File: config.mk
export PLATFORM = sky130hd
export DESIGN_NAME = tank_level_simulator
export DESIGN_NICKNAME = d
export VERILOG_FILES = /design/src/rtl/tank_level_simulator_pkg.sv /design/src/rtl/tank_level_simulator_step_prescaler.sv /design/src/rtl/tank_level_simulator.sv
export SDC_FILE = /design/constraint.sdc
export NUM_CORES = 1
export LEC_CHECK = 0
export CAP_MARGIN = 20
export CORE_MARGIN = 10
export CORE_UTILIZATION = 50
export DETAILED_ROUTE_END_ITERATION = 16
export PLACE_DENSITY = 0.77
export SETUP_SLACK_MARGIN = 0.1
export SYNTH_ARGS = -nofsm -noshare
export SYNTH_HDL_FRONTEND = slang
export SYNTH_SLANG_ARGS = --single-unit
File: constraint.sdc
create_clock -name clock -period 3.2 [get_ports clock]
set_input_delay 0.64 -clock clock [delete_from_list [all_inputs] [get_ports clock]]
set_output_delay 0.64 -clock clock [all_outputs]
set_load 0.03 [all_outputs]
File: src/rtl/tank_level_simulator_pkg.sv
// Shared tank model defaults and sensor bundle type.
// Same level, threshold and rate values the irrigation controller assumes.
package tank_level_simulator_pkg;

  localparam int DEF_CLK_DIV        = 50_000_000;
  localparam int DEF_LEVEL_MAX      = 15;
  localparam int DEF_L_THRESH       = 3;
  localparam int DEF_M_THRESH       = 8;
  localparam int DEF_H_THRESH       = 13;
  localparam int DEF_FILL_RATE      = 2;
  localparam int DEF_SPRINKLER_RATE = 2;
  localparam int DEF_DRIP_RATE      = 1;

  typedef struct packed {
    logic high;
    logic middle;
    logic low;
    logic dry;
  } sensors_t;

  localparam sensors_t SENS_RST = '{
    high: 1'b0, middle: 1'b0, low: 1'b0, dry: 1'b1
  };

endpackage

File: src/rtl/tank_level_simulator_step_prescaler.sv
// Free-running step-pulse generator that freezes while disabled.
// Emits one pulse every CLK_DIV enabled clocks.
module step_prescaler #(
  parameter int  CLK_DIV = 2,
  localparam int CW = (CLK_DIV > 1) ? $clog2(CLK_DIV) : 1
) (
  input  logic clock,
  input  logic reset,
  input  logic enable,
  output logic step
);

  logic [CW-1:0] cnt;
  logic          last;

  if (CLK_DIV < 2) begin : g_bad_div
    $error("step_prescaler: CLK_DIV must be >= 2");
  end

  assign last = (cnt == CW'(CLK_DIV - 1));
  assign step = enable & last;

  always_ff @(posedge clock or posedge reset) begin
    if (reset) begin
      cnt <= '0;
    end else if (enable) begin
      cnt <= last ? '0 : cnt + CW'(1);
    end
  end

endmodule

File: src/rtl/tank_level_simulator.sv
// Water-tank plant model: integrates valve commands into a level and
// drives the float switches the irrigation controller reads.
module tank_level_simulator
  import tank_level_simulator_pkg::*;
#(
  parameter int  CLK_DIV        = DEF_CLK_DIV,
  parameter int  LEVEL_MAX      = DEF_LEVEL_MAX,
  parameter int  L_THRESH       = DEF_L_THRESH,
  parameter int  M_THRESH       = DEF_M_THRESH,
  parameter int  H_THRESH       = DEF_H_THRESH,
  parameter int  FILL_RATE      = DEF_FILL_RATE,
  parameter int  SPRINKLER_RATE = DEF_SPRINKLER_RATE,
  parameter int  DRIP_RATE      = DEF_DRIP_RATE,
  localparam int LW = $clog2(LEVEL_MAX + 1)
) (
  input  logic          clock,
  input  logic          reset,
  input  logic          enable,
  input  logic          inlet_open,
  input  logic          sprinkler_open,
  input  logic          drip_open,
  input  logic          stuck_middle,
  input  logic          clear_flags,
  output logic          high,
  output logic          middle,
  output logic          low,
  output logic [LW-1:0] level,
  output logic          overflow,
  output logic          dry
);

  localparam int SW = LW + 2;

  if (!(L_THRESH <= M_THRESH &&
        M_THRESH <= H_THRESH &&
        H_THRESH <= LEVEL_MAX)) begin : g_bad_thresh
    $error("tank_level_simulator: thresholds out of order");
  end

  logic                 step;
  logic signed [SW-1:0] net;
  logic signed [SW-1:0] sum;
  logic                 over;
  sensors_t             sens;

  step_prescaler #(
    .CLK_DIV (CLK_DIV)
  ) u_pre (
    .clock  (clock),
    .reset  (reset),
    .enable (enable),
    .step   (step)
  );

  always_comb begin
    net = '0;
    if (inlet_open)     net = net + SW'(FILL_RATE);
    if (sprinkler_open) net = net - SW'(SPRINKLER_RATE);
    if (drip_open)      net = net - SW'(DRIP_RATE);
    sum  = $signed({2'b00, level}) + net;
    over = sum > $signed(SW'(LEVEL_MAX));
  end

  // Saturate at both ends; only the top clamp is flagged.
  always_ff @(posedge clock or posedge reset) begin
    if (reset) begin
      level    <= '0;
      overflow <= 1'b0;
    end else begin
      if (step) begin
        if (over)          level <= LW'(LEVEL_MAX);
        else if (sum[SW-1]) level <= '0;
        else               level <= sum[LW-1:0];
      end
      if (step && over)     overflow <= 1'b1;
      else if (clear_flags) overflow <= 1'b0;
    end
  end

  always_ff @(posedge clock or posedge reset) begin
    if (reset) begin
      sens <= SENS_RST;
    end else begin
      sens.high   <= level >= LW'(H_THRESH);
      sens.middle <= (level >= LW'(M_THRESH)) & ~stuck_middle;
      sens.low    <= level >= LW'(L_THRESH);
      sens.dry    <= level == '0;
    end
  end

  assign high   = sens.high;
  assign middle = sens.middle;
  assign low    = sens.low;
  assign dry    = sens.dry;

endmodule

==> results of run 1 <==
[logic make-up (layout without fill, tap and decap cells)]
family,Yosys count,count (layout),share of synthesized area (%)
AOI/OAI and AO/OA,13,13,5.80
xor gates and xnor gates,28,28,13.2
adders and majority gates,9,9,6.48
buffers and inverters,14,39,3.04
DFF,35,35,47.3
muxes,2,2,1.08
and+or+nand+nor,78,78,23.1
[cells in the mapped netlist]
library cell | count | area share, %
nand4_1 | 8 | 2.7
nand3_2 | 2 | 1.1
nand2b_1 | 1 | 0.34
nor2_2 | 3 | 1.0
dfstp_2 | 1 | 1.4
buf_2 | 3 | 0.81
and4_1 | 1 | 0.47
nor4_1 | 3 | 1.0
xnor2_1 | 13 | 6.1
fa_1 | 1 | 1.1
nor3_1 | 2 | 0.54
ha_1 | 8 | 5.4
nand2_1 | 9 | 1.8
a21oi_1 | 1 | 0.27
nor2_1 | 23 | 4.7
nand3_1 | 13 | 3.5
and2_1 | 1 | 0.34
nand4b_1 | 1 | 0.47
a21o_1 | 1 | 0.41
mux2i_1 | 2 | 1.1
a211oi_2 | 1 | 0.67
o21bai_1 | 2 | 0.81
nor3_2 | 2 | 1.1
xor2_1 | 15 | 7.1
nor3b_4 | 1 | 1.0
o211a_1 | 1 | 0.54
or4_1 | 1 | 0.41
a211o_1 | 1 | 0.47
inv_1 | 11 | 2.2
and3_1 | 4 | 1.3
nor2b_1 | 2 | 0.67
a22o_1 | 1 | 0.47
dfrtp_1 | 34 | 46
and4_4 | 1 | 0.61
o22a_1 | 4 | 1.9
o21ai_0 | 1 | 0.27
[sequential cells by signal, indices dropped and copies added, names as in the netlist]
register and cells:
low 1, u_pre.cnt 26, middle 1, dry 1, overflow 1, level 4
high 1
[critical path: stages]
cell             delay, ps
clkdlybuf4s50_1        480
inv_1                   50
ha_1                   320
xnor2_2                160
inv_1                   90
fa_1                   420
nor2b_1                160
o21bai_1                90
or4_1                  450
nand3_2                130
o22a_1                 150
[worst min path at each step]
stage,start,end,slack [ps],cells past startpoint
after floorplan,u_pre.cnt[6],u_pre.cnt[6],460,1
after global routing,u_pre.cnt[6],u_pre.cnt[6],520,1
after global placement,u_pre.cnt[6],u_pre.cnt[6],470,1
after detailed placement,u_pre.cnt[6],u_pre.cnt[6],480,1
after CTS,u_pre.cnt[6],u_pre.cnt[6],490,1
final,u_pre.cnt[6],u_pre.cnt[6],490,1
[report_power, final]
group | total [mW] | internal (mW) | switching (mW)
logic | 0.137 | 0.0724 | 0.0649
clock network | 0.323 | 0.173 | 0.150
registers | 0.534 | 0.486 | 0.0480
total | 0.995 | 0.732 | 0.263
[layer usage]
| metal | GRT usage [%] | vias to the layer above | wire length, µm |
|---|---|---|---|
| met1 | 13.4 | 675 | 1520 |
| met3 | 3.42 | 7 | 101 |
| li1 | - | 660 | - |
| met2 | 20.7 | 15 | 1940 |
| met5 | 0 | - | 0 |
| met4 | 6.23 | 0 | 72 |
[metrics by stage]
stage          instances  total power, mW  instance area (µm²)  setup WS [ps]  util [%]
6_report             252            0.995                 2190            284      60.4
5_1_grt              252             1.05                 2190           87.9      60.4
4_1_cts              252             1.00                 2180            239      60.0
3_5_place_dp         244            0.679                 2090          -56.0      57.5
3_3_place_gp         244            0.668                 2090           64.3      57.5
2_1_floorplan        179            0.638                 1850            598         -
[final cells by class]
cell class	count	area [µm²]	area share [%]
flip-flops and latches	35	877	40.0
multi-input cells	130	933	42.6
inverters	11	41.3	1.88
repair buffers	20	190	8.67
clock inverters	1	5.00	0.228
well taps	48	60.1	2.74
clock buffers	7	86.3	3.94
==> flow_summary.toml, run 1 <==
[synthesis]
yosys_register_bits = 35
synth_area_um2 = 1850
synthesis.nets = 196
synth.distinct_cells = 36
synth.avg_cell_area_um2 = 10.4
ys_seq_area_share_pct = 47.3
yosysWarnings = 0
netlist_instances = 179

[finish]
mostFrequentLayoutCells = "dfrtp_1 (34), nor2_1 (23), clkdlybuf4s50_1 (16)"
nets = 220
drive_gt1_share_pct = 11.8
syn_to_final_growth_pct = 18.3
insertedDiodeCount = 0
final_common_cell = "dfrtp_1"
nFillCells = 313

[routing]
post_drt_wl_per_cell_um = 14.4
drtIter0Drc = 52
vias = 1357
wl_um = 3630
ant_nets = 0
firstDrtPassIters = 5
routed_via_density = 5.38
drcViolationCount = 0

[sta]
tightest_slew_ps = 578
fmax_mhz = 343
fin_crit_ps = 2920
hold_viol = 0
setup_viol_count_final = 0
fin_tns_setup_ps = 0
drv_slew = 0
hold-worst-slack_ps = 487
relSlewSlack_pct = 61.3
clock_skew_ps = 7.60
rsz0062_at_grt = "no"
finalCritPeriodShare_pct = 91.1

[setup_path]
endpoint = "level[3]"
end_kind = "register"
startpoint = "inlet_open"
required_ps = 3420
critPathMaxFanout = 4
cp.arrival_ps = 3140
rrSetupSlack_ps = 980
reg2reg_from = "level[0]"
start_kind = "primary input"
crit_type = "primary input to register"
r2r-end = "level[3]"
reg2reg_depth = 8

[global_route]
grt_antenna_before_repair = 0
grtUsageTotal_pct = 12.1
grt_pass1_wl_um = 6290
grt_max_degree = 36
overflow = 0
grt_pass1_vias = 1423

[clocking]
clk_latency_ps = 290
path_clk_slew_ps = 70
cts_resized = 0
tritoncts = "yes"
numClockSinks = 35
holdBufCountCts = 0
h-tree-depth = 2
root_buffer = "clkbuf_8"
cts_buffer_depth = 2
cts_setup_buffers = 0
cts_inserted_buffers = 5

[hold_path]
hold_path_class = "register to register"

[die]
die_w_um = 80.9
fp-row-count = 22
die_height_um = 80.9
core-area_um2 = 3630
die_area_um2 = 6540
pin_count = 17
start_util_pct = 51.0

[place]
port_buffers = 16
dp_hpwl_um = 2680
routabilityCongestion = 0.776

[job]
drv_cap = 0

[pwr]
power_density_nw_per_um2 = 454
leakage_nw = 1.03
worst_ir_drop_vdd_uv = 300

[outcome]
outcome = "complete, no violations"
(Power assumes the default switching activity.)
==> run 2: changes to the inputs <==
- CAP_MARGIN: 20 -> unset
- CELL_PAD_IN_SITES_DETAIL_PLACEMENT: unset -> 1
- CELL_PAD_IN_SITES_GLOBAL_PLACEMENT: unset -> 1
- CORE_UTILIZATION: 50 -> 48
- PLACE_DENSITY: 0.77 -> 0.9
==> flow_summary.toml, run 2 (synthesis results as in run 1) <==
[global_route]
grt_antenna_before_repair = 0
grtUsageTotal_pct = 15.2
grt_pass1_vias = 1619
grt_pass1_wl_um = 7870
grt_max_degree = 36
overflow = 0

[finish]
insertedDiodeCount = 0
design_area_um2 = 2170
final_cell_count_no_fill = 251
syn_to_final_growth_pct = 17.3
top_regs = "u_pre.cnt (26), level (4)"
drive_gt1_share_pct = 11.3
largest_reg_flops = 26
top_register = "u_pre.cnt"
mostFrequentLayoutCells = "dfrtp_1 (34), nor2_1 (23), clkdlybuf4s50_1 (16)"
final_common_cell = "dfrtp_1"
nets = 219

[die]
fp-row-count = 22
die_w_um = 82.2
pin_count = 17
start_util_pct = 50.3
die_area_um2 = 6750
core-area_um2 = 3690
die_height_um = 82.2

[setup_path]
reg2reg_depth = 8
crit_chain = "clkdlybuf4s50_1, inv_1, ha_1, xnor2_1, inv_1, fa_1, nor2b_2, o21bai_1, or4_1, nand3_2, o22a_1"
crit_path_top_delay_cell = "clkdlybuf4s50_1"
cp.depth = 11
cp.arrival_ps = 3220
crit_top_cell = "inv_1"
path_buf_inv = 3
required_ps = 3420
crit_type = "primary input to register"
critPathMaxFanout = 4
start_kind = "primary input"
crit_family = "simple AND/OR/NAND/NOR gates"
end_kind = "register"
slowest_delay_ps = 500

[pwr]
p_total_mw = 0.996
worst_ir_drop_vdd_uv = 257
leakage_nw = 1.02
power_density_nw_per_um2 = 458

[routing]
firstDrtPassIters = 4
drcViolationCount = 0
routed_via_density = 5.58
ant_nets = 0
vias = 1400
drtIter0Drc = 63
wl_um = 4630
post_drt_wl_per_cell_um = 18.5

[sta]
drv_slew = 0
setup_slack_ps = 209
tightest_slew_ps = 589
hold-worst-slack_ps = 507
relSlewSlack_pct = 60.5
fin_crit_ps = 2990
fmax_mhz = 334
setup_viol_count_final = 0
finalCritPeriodShare_pct = 93.5
rsz0062_at_grt = "no"
hold_viol = 0
clock_skew_ps = 6.32

[clocking]
tritoncts = "yes"
cts_buffer_depth = 2
holdBufCountCts = 0
cts_inserted_buffers = 5
path_clk_slew_ps = 70
h-tree-depth = 2
root_buffer = "clkbuf_8"
numClockSinks = 35
clk_latency_ps = 290

[place]
dpl-instance-area_um2 = 2080
dp_hpwl_um = 3240
dp_cells = 243
port_buffers = 16
routabilityCongestion = 0.860
preCtsSetupSlack_ps = -135

[job]
drv_cap = 0

[hold_path]
hold_path_class = "register to register"
hold_depth = 1

[outcome]
outcome = "complete, no violations"
[run 2: cell type report]
| cell class | instances | area, µm² |
|---|---|---|
| Clock inverter | 2 | 12.5 |
| Fill cell | 423 | 1510 |
| Timing Repair Buffer | 19 | 183 |
| Tap cell | 48 | 60.1 |
| Clock buffer | 6 | 72.6 |
| Inverter | 11 | 41.3 |
| Multi-Input combinational cell | 130 | 928 |
| Sequential cell | 35 | 877 |
[run 2: worst paths after layout]
path,start,end,slack [ps]
max,inlet_open,level[3],210
min,u_pre.cnt[6],u_pre.cnt[6],510
max reg2reg,level[0],level[3],920
min reg2reg,u_pre.cnt[6],u_pre.cnt[6],510
max in group asynchronous,reset,dry,2090
min in group asynchronous,reset,u_pre.cnt[20],780
[run 2: repair_timing]
item / in CTS / in global routing
endpoints found under the setup margin: 0 / 4
setup buffers: 0 / 0
endpoints found under the hold margin: 0 / 0
resized for setup: 0 / 2
[run 2: per-layer routing]
metal | vias up | share of wire, % | wire length [µm] | track usage, %
met4 | 0 | 1.6 | 76 | 7.14
met5 | - | 0 | 0 | 0
met1 | 725 | 42 | 1970 | 17.2
met3 | 5 | 2.0 | 91 | 2.05
met2 | 16 | 54 | 2500 | 27.7
li1 | 654 | - | - | -
[run 2: metrics by stage]
step	util [%]	TNS, ps
2_1_floorplan	-	0
3_3_place_gp	56.4	0
3_5_place_dp	56.4	-468
4_1_cts	58.8	0
5_1_grt	59.0	0
6_report	59.0	0
[run 2: report_power, final]
group          leakage [nW]  switching [mW]  internal (mW)
combinational         0.501          0.0725         0.0717
clock                0.0412           0.161          0.152
sequential            0.474          0.0528          0.486
total                  1.02           0.286          0.710
==> run 3: changes to the inputs <==
--- a/config.mk
+++ b/config.mk
@@ -8,5 +8,5 @@
 export CELL_PAD_IN_SITES_DETAIL_PLACEMENT = 1
 export CELL_PAD_IN_SITES_GLOBAL_PLACEMENT = 1
-export CORE_MARGIN = 10
+export CORE_MARGIN = 3
 export CORE_UTILIZATION = 48
 export DETAILED_ROUTE_END_ITERATION = 16
==> constraint.sdc (replaced) <==
create_clock -name clock -period 3.2 [get_ports clock]
set_input_delay 0.32 -clock clock [delete_from_list [all_inputs] [get_ports clock]]
set_output_delay 0.32 -clock clock [all_outputs]
set_load 0.03 [all_outputs]
==> flow_summary.toml, run 3 (synthesis results as in run 1) <==
[outcome]
outcome = "complete, no violations"

[die]
die_area_um2 = 4650
pin_count = 17
start_util_pct = 52.7
die_w_um = 68.2
core-area_um2 = 3520
die_height_um = 68.2
fp-row-count = 21

[hold_path]
min_from = "u_pre.cnt[6]"
holdPathEnd = "u_pre.cnt[6]"
hold_depth = 1
hold_path_class = "register to register"

[sta]
fmax_mhz = 354
rsz0062_at_grt = "no"
fin_crit_ps = 2820
hold_viol = 0
drv_slew = 0
fin_tns_setup_ps = 0
tightest_slew_ps = 1140
relSlewSlack_pct = 24.2
finalCritPeriodShare_pct = 88.2
setup_viol_count_final = 0
clock_skew_ps = 7.16

[finish]
nFillCells = 408
final_common_cell = "dfrtp_1"
mostFrequentLayoutCells = "dfrtp_1 (34), nor2_1 (23), clkdlybuf4s50_1 (16)"
largest_reg_flops = 26
insertedDiodeCount = 0
nets = 218
design_area_um2 = 2160
top_regs = "u_pre.cnt (26), level (4)"
syn_to_final_growth_pct = 16.3
drive_gt1_share_pct = 9.90
top_register = "u_pre.cnt"
final_util_pct = 61.3

[setup_path]
start_kind = "primary input"
end_kind = "register"
reg2reg_from = "level[0]"
required_ps = 3420
crit_type = "primary input to register"
rrSetupSlack_ps = 730
cp.arrival_ps = 3040
critPathMaxFanout = 4
r2r-end = "level[2]"
reg2reg_depth = 8

[clocking]
tritoncts = "yes"
clk_latency_ps = 290
h-tree-depth = 2
root_buffer = "clkbuf_8"
cts_buffer_depth = 2
numClockSinks = 35
path_clk_slew_ps = 60
cts_setup_buffers = 0
cts_inserted_buffers = 5

[routing]
wl_um = 4510
drcViolationCount = 0
vias = 1408
routed_via_density = 5.68
drtIter0Drc = 33
firstDrtPassIters = 4
post_drt_wl_per_cell_um = 18.2
ant_nets = 0

[place]
dpl-instance-area_um2 = 2070
routabilityCongestion = 0.825
port_buffers = 16
dp_hpwl_um = 3190

[job]
drv_cap = 0

[global_route]
grt_pass1_vias = 1563
grt_pass1_wl_um = 7690
grt_antenna_before_repair = 0
overflow = 0
grt_max_degree = 31
grtUsageTotal_pct = 23.3

[pwr]
comb_power_share_pct = 14.1
switching_share_pct = 28.2
worst_ir_drop_vdd_uv = 326
clockPowerShare_pct = 31.1
power.net_switching_mw = 0.278
power.internal_mw = 0.709
p_total_mw = 0.988
pwr-share-seq_pct = 54.8
power_density_nw_per_um2 = 458
leakage_nw = 1.01
run 3: changes by cell type in the layout (fill, tap and decap cells not counted), sizes merged:
cell / before / now
clkbuf: 6 / 7
buf: 3 / 2
clkinvlp: 1 / 0
run 3: worst max-delay path: stages:
cell	delay, ps
clkdlybuf4s50_1	480
inv_1	50
ha_1	300
xnor2_1	210
inv_1	90
fa_1	450
nor2b_1	190
o21bai_1	110
or4_1	450
nand3_1	190
o22a_1	200
run 3: final cells by class:
cell class | instances | area, µm² | share of cell area (%)
tap | 46 | 57.6 | 2.67
inverter | 11 | 41.3 | 1.91
timing repair buffer | 18 | 175 | 8.12
clock inverter | 1 | 5.00 | 0.232
sequential | 35 | 877 | 40.7
multi-input combinational | 130 | 925 | 42.9
clock buffer | 7 | 76.3 | 3.54
run 3: worst max-delay path by stage:
stage / cells after the start / startpoint / end / slack, ps
finish: 11 / inlet_open / level[2] / 380
global route: 11 / inlet_open / level[2] / 180
CTS: 10 / sprinkler_open / level[2] / 310
detailed placement: 10 / sprinkler_open / level[2] / -40
global placement: 11 / inlet_open / level[2] / 320
floorplan: 9 / sprinkler_open / level[1] / 920
run 3: power groups by stage:
stage | sequential (mW) | clock, mW | combinational, mW
final | 0.541 | 0.307 | 0.139
after global routing | 0.547 | 0.334 | 0.162
after CTS | 0.542 | 0.314 | 0.143
after detailed placement | 0.547 | 0 | 0.142
after global placement | 0.540 | 0 | 0.127
after floorplan | 0.533 | 0 | 0.105
run 3: layer usage:
metal / wire length [µm] / part of all wire, % / track usage, % / vias to the layer above
li1: - / - / - / 661
met1: 1890 / 42 / 26.4 / 710
met2: 2350 / 52 / 41.2 / 24
met3: 147 / 3.3 / 5.91 / 13
met4: 115 / 2.6 / 9.93 / 0
met5: 0 / 0 / 0 / -
run 3: what timing repair did:
action,in CTS,in global routing
hold buffers,0,0
gates resized for setup,0,1
hold endpoints to repair,0,0
endpoints found under the setup margin,0,3
run 3: through the flow:
step / worst slack, ps / hold WS (ps) / std cells
finish: 379 / 517 / 248
CTS: 308 / 520 / 248
floorplan: 918 / 381 / 179
global route: 182 / 544 / 248
detailed placement: -36.3 / 488 / 240
global placement: 321 / 476 / 240
